File: config.mk
export PLATFORM = sky130hd
export DESIGN_NAME = div_stall_unit
export DESIGN_NICKNAME = d
export VERILOG_FILES = /design/src/rtl/div_stall_unit.sv
export SDC_FILE = /design/constraint.sdc
export NUM_CORES = 1
export LEC_CHECK = 0
export ABC_CLOCK_PERIOD_IN_PS = 10600
export BUFFER_PORTS_ARGS = -buffer_cell sky130_fd_sc_hd__clkbuf_2
export CORE_ASPECT_RATIO = 0.8
export CORE_UTILIZATION = 30
export DETAILED_ROUTE_END_ITERATION = 8
export GPL_TIMING_DRIVEN = 0
export HOLD_SLACK_MARGIN = 0.15
export SKIP_CTS_REPAIR_TIMING = 1
export SYNTH_ARGS = -nofsm -noshare
export SYNTH_HDL_FRONTEND = slang
export SYNTH_SLANG_ARGS = --single-unit
File: constraint.sdc
create_clock -name clk -period 10.6 [get_ports clk]
set_input_delay 0 -clock clk [delete_from_list [all_inputs] [get_ports clk]]
set_output_delay 0 -clock clk [all_outputs]
set_load 0.03 [all_outputs]
File: src/rtl/div_stall_unit.sv
// Multi-cycle restoring divider for the EX stage.
// Raises a stall request to CTRL while a divide is in flight.
module div_stall_unit #(
    parameter int WIDTH = 32
) (
    input  logic               clk,
    input  logic               rst,
    input  logic               start_i,
    input  logic               signed_i,
    input  logic [WIDTH-1:0]   opdata1_i,
    input  logic [WIDTH-1:0]   opdata2_i,
    input  logic               annul_i,
    output logic [2*WIDTH-1:0] result_o,
    output logic               ready_o,
    output logic               stallreq_o
);
    localparam int CW = $clog2(WIDTH);

    typedef enum logic [1:0] {
        S_FREE,
        S_DIVZERO,
        S_ON,
        S_END
    } state_t;

    state_t             state_q, state_d;
    logic [CW-1:0]      cnt_q, cnt_d;
    logic [WIDTH-1:0]   rem_q, rem_d;
    logic [WIDTH-1:0]   quo_q, quo_d;
    logic [WIDTH-1:0]   dsor_q, dsor_d;
    logic               neg_q_q, neg_q_d;
    logic               neg_r_q, neg_r_d;
    logic [2*WIDTH-1:0] result_q, result_d;
    logic               ready_q, ready_d;

    logic               go;
    logic               a_neg, b_neg;
    logic [WIDTH:0]     trial;
    logic [WIDTH-1:0]   rem_nx, quo_nx;

    assign go    = start_i & ~annul_i;
    assign a_neg = signed_i & opdata1_i[WIDTH-1];
    assign b_neg = signed_i & opdata2_i[WIDTH-1];

    // Trial subtract on the shifted partial remainder; non-negative sets the bit.
    assign trial = {rem_q, quo_q[WIDTH-1]} - {1'b0, dsor_q};

    always_comb begin
        if (!trial[WIDTH]) begin
            rem_nx = trial[WIDTH-1:0];
            quo_nx = {quo_q[WIDTH-2:0], 1'b1};
        end else begin
            rem_nx = {rem_q[WIDTH-2:0], quo_q[WIDTH-1]};
            quo_nx = {quo_q[WIDTH-2:0], 1'b0};
        end
    end

    always_comb begin
        state_d  = state_q;
        cnt_d    = cnt_q;
        rem_d    = rem_q;
        quo_d    = quo_q;
        dsor_d   = dsor_q;
        neg_q_d  = neg_q_q;
        neg_r_d  = neg_r_q;
        result_d = result_q;
        ready_d  = ready_q;
        unique case (state_q)
            S_FREE: begin
                if (go) begin
                    if (opdata2_i == '0) begin
                        state_d = S_DIVZERO;
                    end else begin
                        state_d = S_ON;
                        cnt_d   = '0;
                        rem_d   = '0;
                        quo_d   = a_neg ? -opdata1_i : opdata1_i;
                        dsor_d  = b_neg ? -opdata2_i : opdata2_i;
                        neg_q_d = a_neg ^ b_neg;
                        neg_r_d = a_neg;
                    end
                end
            end
            S_DIVZERO: begin
                if (annul_i) begin
                    state_d = S_FREE;
                end else begin
                    state_d  = S_END;
                    result_d = '0;
                    ready_d  = 1'b1;
                end
            end
            S_ON: begin
                if (annul_i) begin
                    state_d = S_FREE;
                end else begin
                    rem_d = rem_nx;
                    quo_d = quo_nx;
                    cnt_d = cnt_q + CW'(1);
                    if (cnt_q == CW'(WIDTH - 1)) begin
                        state_d  = S_END;
                        ready_d  = 1'b1;
                        result_d = {neg_r_q ? -rem_nx : rem_nx,
                                    neg_q_q ? -quo_nx : quo_nx};
                    end
                end
            end
            S_END: begin
                if (!start_i || annul_i) begin
                    state_d = S_FREE;
                    ready_d = 1'b0;
                end
            end
            default: state_d = S_FREE;
        endcase
    end

    always_ff @(posedge clk or posedge rst) begin
        if (rst) begin
            state_q  <= S_FREE;
            cnt_q    <= '0;
            rem_q    <= '0;
            quo_q    <= '0;
            dsor_q   <= '0;
            neg_q_q  <= 1'b0;
            neg_r_q  <= 1'b0;
            result_q <= '0;
            ready_q  <= 1'b0;
        end else begin
            state_q  <= state_d;
            cnt_q    <= cnt_d;
            rem_q    <= rem_d;
            quo_q    <= quo_d;
            dsor_q   <= dsor_d;
            neg_q_q  <= neg_q_d;
            neg_r_q  <= neg_r_d;
            result_q <= result_d;
            ready_q  <= ready_d;
        end
    end

    assign result_o   = result_q;
    assign ready_o    = ready_q;
    assign stallreq_o = start_i & ~annul_i & ~ready_q;
endmodule

==> flow_metrics.py <==
metrics = {
    "status": {
        "status": "complete, no violations",
    },
    "critical_path": {
        "path_class": "reg -> reg",
        "rrSetupSlack_ns": 3.96,
        "crit_fanout": 10,
        "start_kind": "flop",
        "cp-startpoint": "rem_q[15]$_DFFE_PP0P_",
        "endpoint_kind": "flop",
        "required_ns": 10.92,
        "reg2reg_depth": 21,
        "r2r_start": "rem_q[15]$_DFFE_PP0P_",
        "crit_path_end": "result_o[60]$_DFFE_PP0P_",
        "r2r-end": "result_o[60]$_DFFE_PP0P_",
        "worstPathArrival_ns": 6.95,
    },
    "global_route": {
        "globalRouteMet2Util": 0.282,
        "grt_pass1_vias": 11100,
        "grt_max_degree": 103,
        "overflow": 0,
        "grt_pass1_wl_mm": 64.8,
        "grt_util_met3": 0.0368,
        "grt_use_total": 0.196,
        "grt_util_met1": 0.300,
        "antenna_found_initial": 0,
        "grt-busiest-layer": "met1",
    },
    "logic_synthesis": {
        "syn-instance-count": 1550,
        "synth_compound_area_frac": 0.237,
        "synth_top_family_by_area": "compound AO/OA/AOI/OAI gates",
        "syn-cell-area_um2": 12400,
        "synth_seq_area_share": 0.343,
        "ys_ff_latch": 170,
        "synth_area_leaders": "dfrtp_1, nand2_1, o21ai_0",
        "synth-adder-area-share": 0.0440,
        "synth_edf_count": 0,
        "synth_nets": 1662,
        "yosysWarnings": 0,
        "synthSimpleGateAreaFrac": 0.202,
        "synth_ff_type": "dfrtp_1",
        "async_reset_ff_frac": 1.00,
        "syn_area_per_cell_um2": 8.00,
        "yosysTopAreaCell": "dfrtp_1",
        "synth_mux_area_frac": 0.0271,
        "yosys.area.top_type_share": 0.343,
        "synth_cell_types": 82,
        "synth_xor_xnor_area_share": 0.0961,
    },
    "place": {
        "gp_congestion": 0.918,
        "portBuffers": 132,
        "place_hpwl_mm": 33.1,
    },
    "finish": {
        "regArea_um2": 4250,
        "drive_above_1_share": 0.128,
        "finalNetCount": 1875,
        "antennaDiodeCount": 0,
        "num-fill-cells": 4206,
        "areaGrowthSynthToFinish_pct": 21.0,
        "fin_util": 0.368,
        "multiInputGateArea_um2": 7520,
    },
    "die": {
        "io_pins": 135,
        "rows": 66,
        "start_util": 0.304,
        "die_w_um": 229,
        "core-area_um2": 40700,
        "dieArea_um2": 42100,
        "die_h_um": 184,
    },
    "clock_tree": {
        "htree_num_levels": 4,
        "clk_latency_ns": 0.44,
        "clock-sinks": 170,
        "cts.clk_slew.worst_paths_ns": 0.08,
        "cts_made_buffers": 17,
        "cts_tree": "yes",
        "root_buffer": "clkbuf_16",
        "clockBufferDepth": 2,
    },
    "power": {
        "p_int_w": 0.00259,
        "p_seq_frac": 0.208,
        "sw_frac_of_total": 0.546,
        "peakVddDrop_v": 0.000149,
        "p_comb_frac": 0.674,
        "clockPowerShare": 0.118,
        "p_sw_w": 0.00311,
        "power.density_nw_per_um2": 380,
        "p_leak_nw": 6.56,
    },
    "routing": {
        "dr.pass1.iters": 6,
        "vias": 12100,
        "drc": 0,
        "ant_nets": 0,
        "wl_per_cell_um": 17.9,
        "wl_mm": 41.6,
        "drtIter0Drc": 1438,
        "via_per_inst": 5.21,
    },
    "min_path": {
        "hp-class": "in -> reg",
    },
    "sta": {
        "rsz0062_at_grt": "false",
        "timing.final.max_slew_violations": 0,
        "fmax_mhz": 151,
        "setup_viol": 0,
        "setup_tns_ns": 0,
        "worst_pin_slew_ns": 0.992,
        "fin_skew_ns": 0.0134,
        "fin_crit_ns": 6.64,
        "hold_viol_final": 0,
        "max_slew_margin": 0.332,
        "finalCritPeriodShare": 0.626,
    },
    "run": {
        "drv_cap": 0,
    },
}
how the worst min path moves through the flow:
stage / from / endpoint / depth (start not counted) / slack (ns)
final: opdata1_i[17] / quo_q[17]$_DFFE_PP0P_ / 5 / 0.09
after global routing: opdata1_i[24] / quo_q[24]$_DFFE_PP0P_ / 5 / 0.15
after CTS: rst / result_o[24]$_DFFE_PP0P_ / 2 / -0.37
after detailed placement: rst / result_o[24]$_DFFE_PP0P_ / 2 / 0.10
after global placement: opdata2_i[1] / dsor_q[1]$_DFFE_PP0P_ / 3 / 0.27
after floorplan: opdata2_i[31] / dsor_q[31]$_DFFE_PP0P_ / 2 / 0.14
placed cells by master (no fill, tap or decap), drive strengths merged, types with 16 or more instances in the layout:
master         n
inv           66
nor3          32
xnor2         60
buf           34
nor2         109
or3           18
clkbuf       206
o21ai        186
a21oi        112
mux2i         23
nand4         16
nand2        267
o31ai         48
nand3         34
dfrtp        170
ha            42
xor2          76
nor4          18
dlygate4sd3   61
cells by family (layout without fill, tap and decap cells):
logic type	count (synthesis)	count (layout)
mux	29	29
compound gates	470	470
xor+xnor	136	136
simple gates	551	551
buf+inv	151	377
fa+ha+maj	43	43
flops	170	170
stage by stage:
| step | std cells | area [um2] | total power (W) | worst slack (ns) | hold WS (ns) |
|---|---|---|---|---|---|
| after floorplan | 1550 | 12400 | 0.00381 | 5.86 | 0.139 |
| after global placement | 2226 | 13700 | 0.00488 | 4.02 | 0.274 |
| after detailed placement | 2227 | 13800 | 0.00493 | 4.12 | 0.103 |
| after CTS | 2259 | 14400 | 0.00561 | 4.11 | -0.366 |
| after global routing | 2320 | 15000 | 0.00610 | 3.57 | 0.152 |
| final | 2320 | 15000 | 0.00570 | 3.96 | 0.0867 |
layout make-up:
cell class,instances,share of cell area
multi-input cells,1229,0.501
flip-flops and latches,170,0.284
repair buffers,194,0.0866
well taps,544,0.0454
clock buffers,17,0.0284
plain buffers,90,0.0260
inverters,61,0.0158
clock inverters,15,0.0127
critical path, stage by stage (launching register included):
cell and delay, ns:
dfrtp_1 0.52, ha_1 0.34, clkbuf_1 0.36, nand4_1 0.24, nor4_1 0.31, a21bo_2 0.28
a21oi_2 0.61, nor2_4 0.15, inv_2 0.17, buf_4 0.19, buf_2 0.27, buf_2 0.36
nor2_1 0.07, a21oi_1 0.45, ha_1 0.32, nand3_1 0.13, a2111oi_1 0.52, o22ai_1 0.29
nand3b_1 0.30, o31ai_1 0.35, xor2_1 0.19, o21ai_1 0.07
cell usage after synthesis, types with 10 or more instances:
| master | instances |
|---|---|
| a21o_1 | 14 |
| a21oi_1 | 108 |
| a22o_1 | 13 |
| a31oi_1 | 11 |
| buf_2 | 24 |
| clkbuf_1 | 57 |
| dfrtp_1 | 170 |
| ha_1 | 42 |
| inv_1 | 60 |
| mux2i_1 | 20 |
| nand2_1 | 267 |
| nand2b_1 | 12 |
| nand3_1 | 34 |
| nand4_1 | 16 |
| nor2_1 | 108 |
| nor3_1 | 31 |
| nor4_1 | 18 |
| o211ai_1 | 10 |
| o21ai_0 | 158 |
| o21ai_1 | 27 |
| o31ai_1 | 48 |
| or3_1 | 18 |
| xnor2_1 | 60 |
| xor2_1 | 76 |
flip-flops by register name, summed over array words and instances, names as in the netlist:
name and count:
cnt_q 5, dsor_q 32, neg_q_q 1, neg_r_q 1, quo_q 32, ready_o 1
rem_q 32, result_o 64, state_q 2
power by group through the flow:
stage	logic, W	clock network, W	registers, W
6_report	0.00384	0.000674	0.00119
3_5_place_dp	0.00374	0	0.00119
4_1_cts	0.00375	0.000681	0.00118
2_1_floorplan	0.00252	0	0.00129
5_1_grt	0.00418	0.000705	0.00122
3_3_place_gp	0.00370	0	0.00118
metal layers:
| metal | vias up | share of wire | routed length (um) |
|---|---|---|---|
| met5 | - | 0 | 0 |
| met4 | 0 | 0.010 | 418 |
| met3 | 37 | 0.070 | 2920 |
| met2 | 412 | 0.41 | 17200 |
| met1 | 5706 | 0.51 | 21100 |
| li1 | 5923 | - | - |
Power figures use the tool's default switching activity.
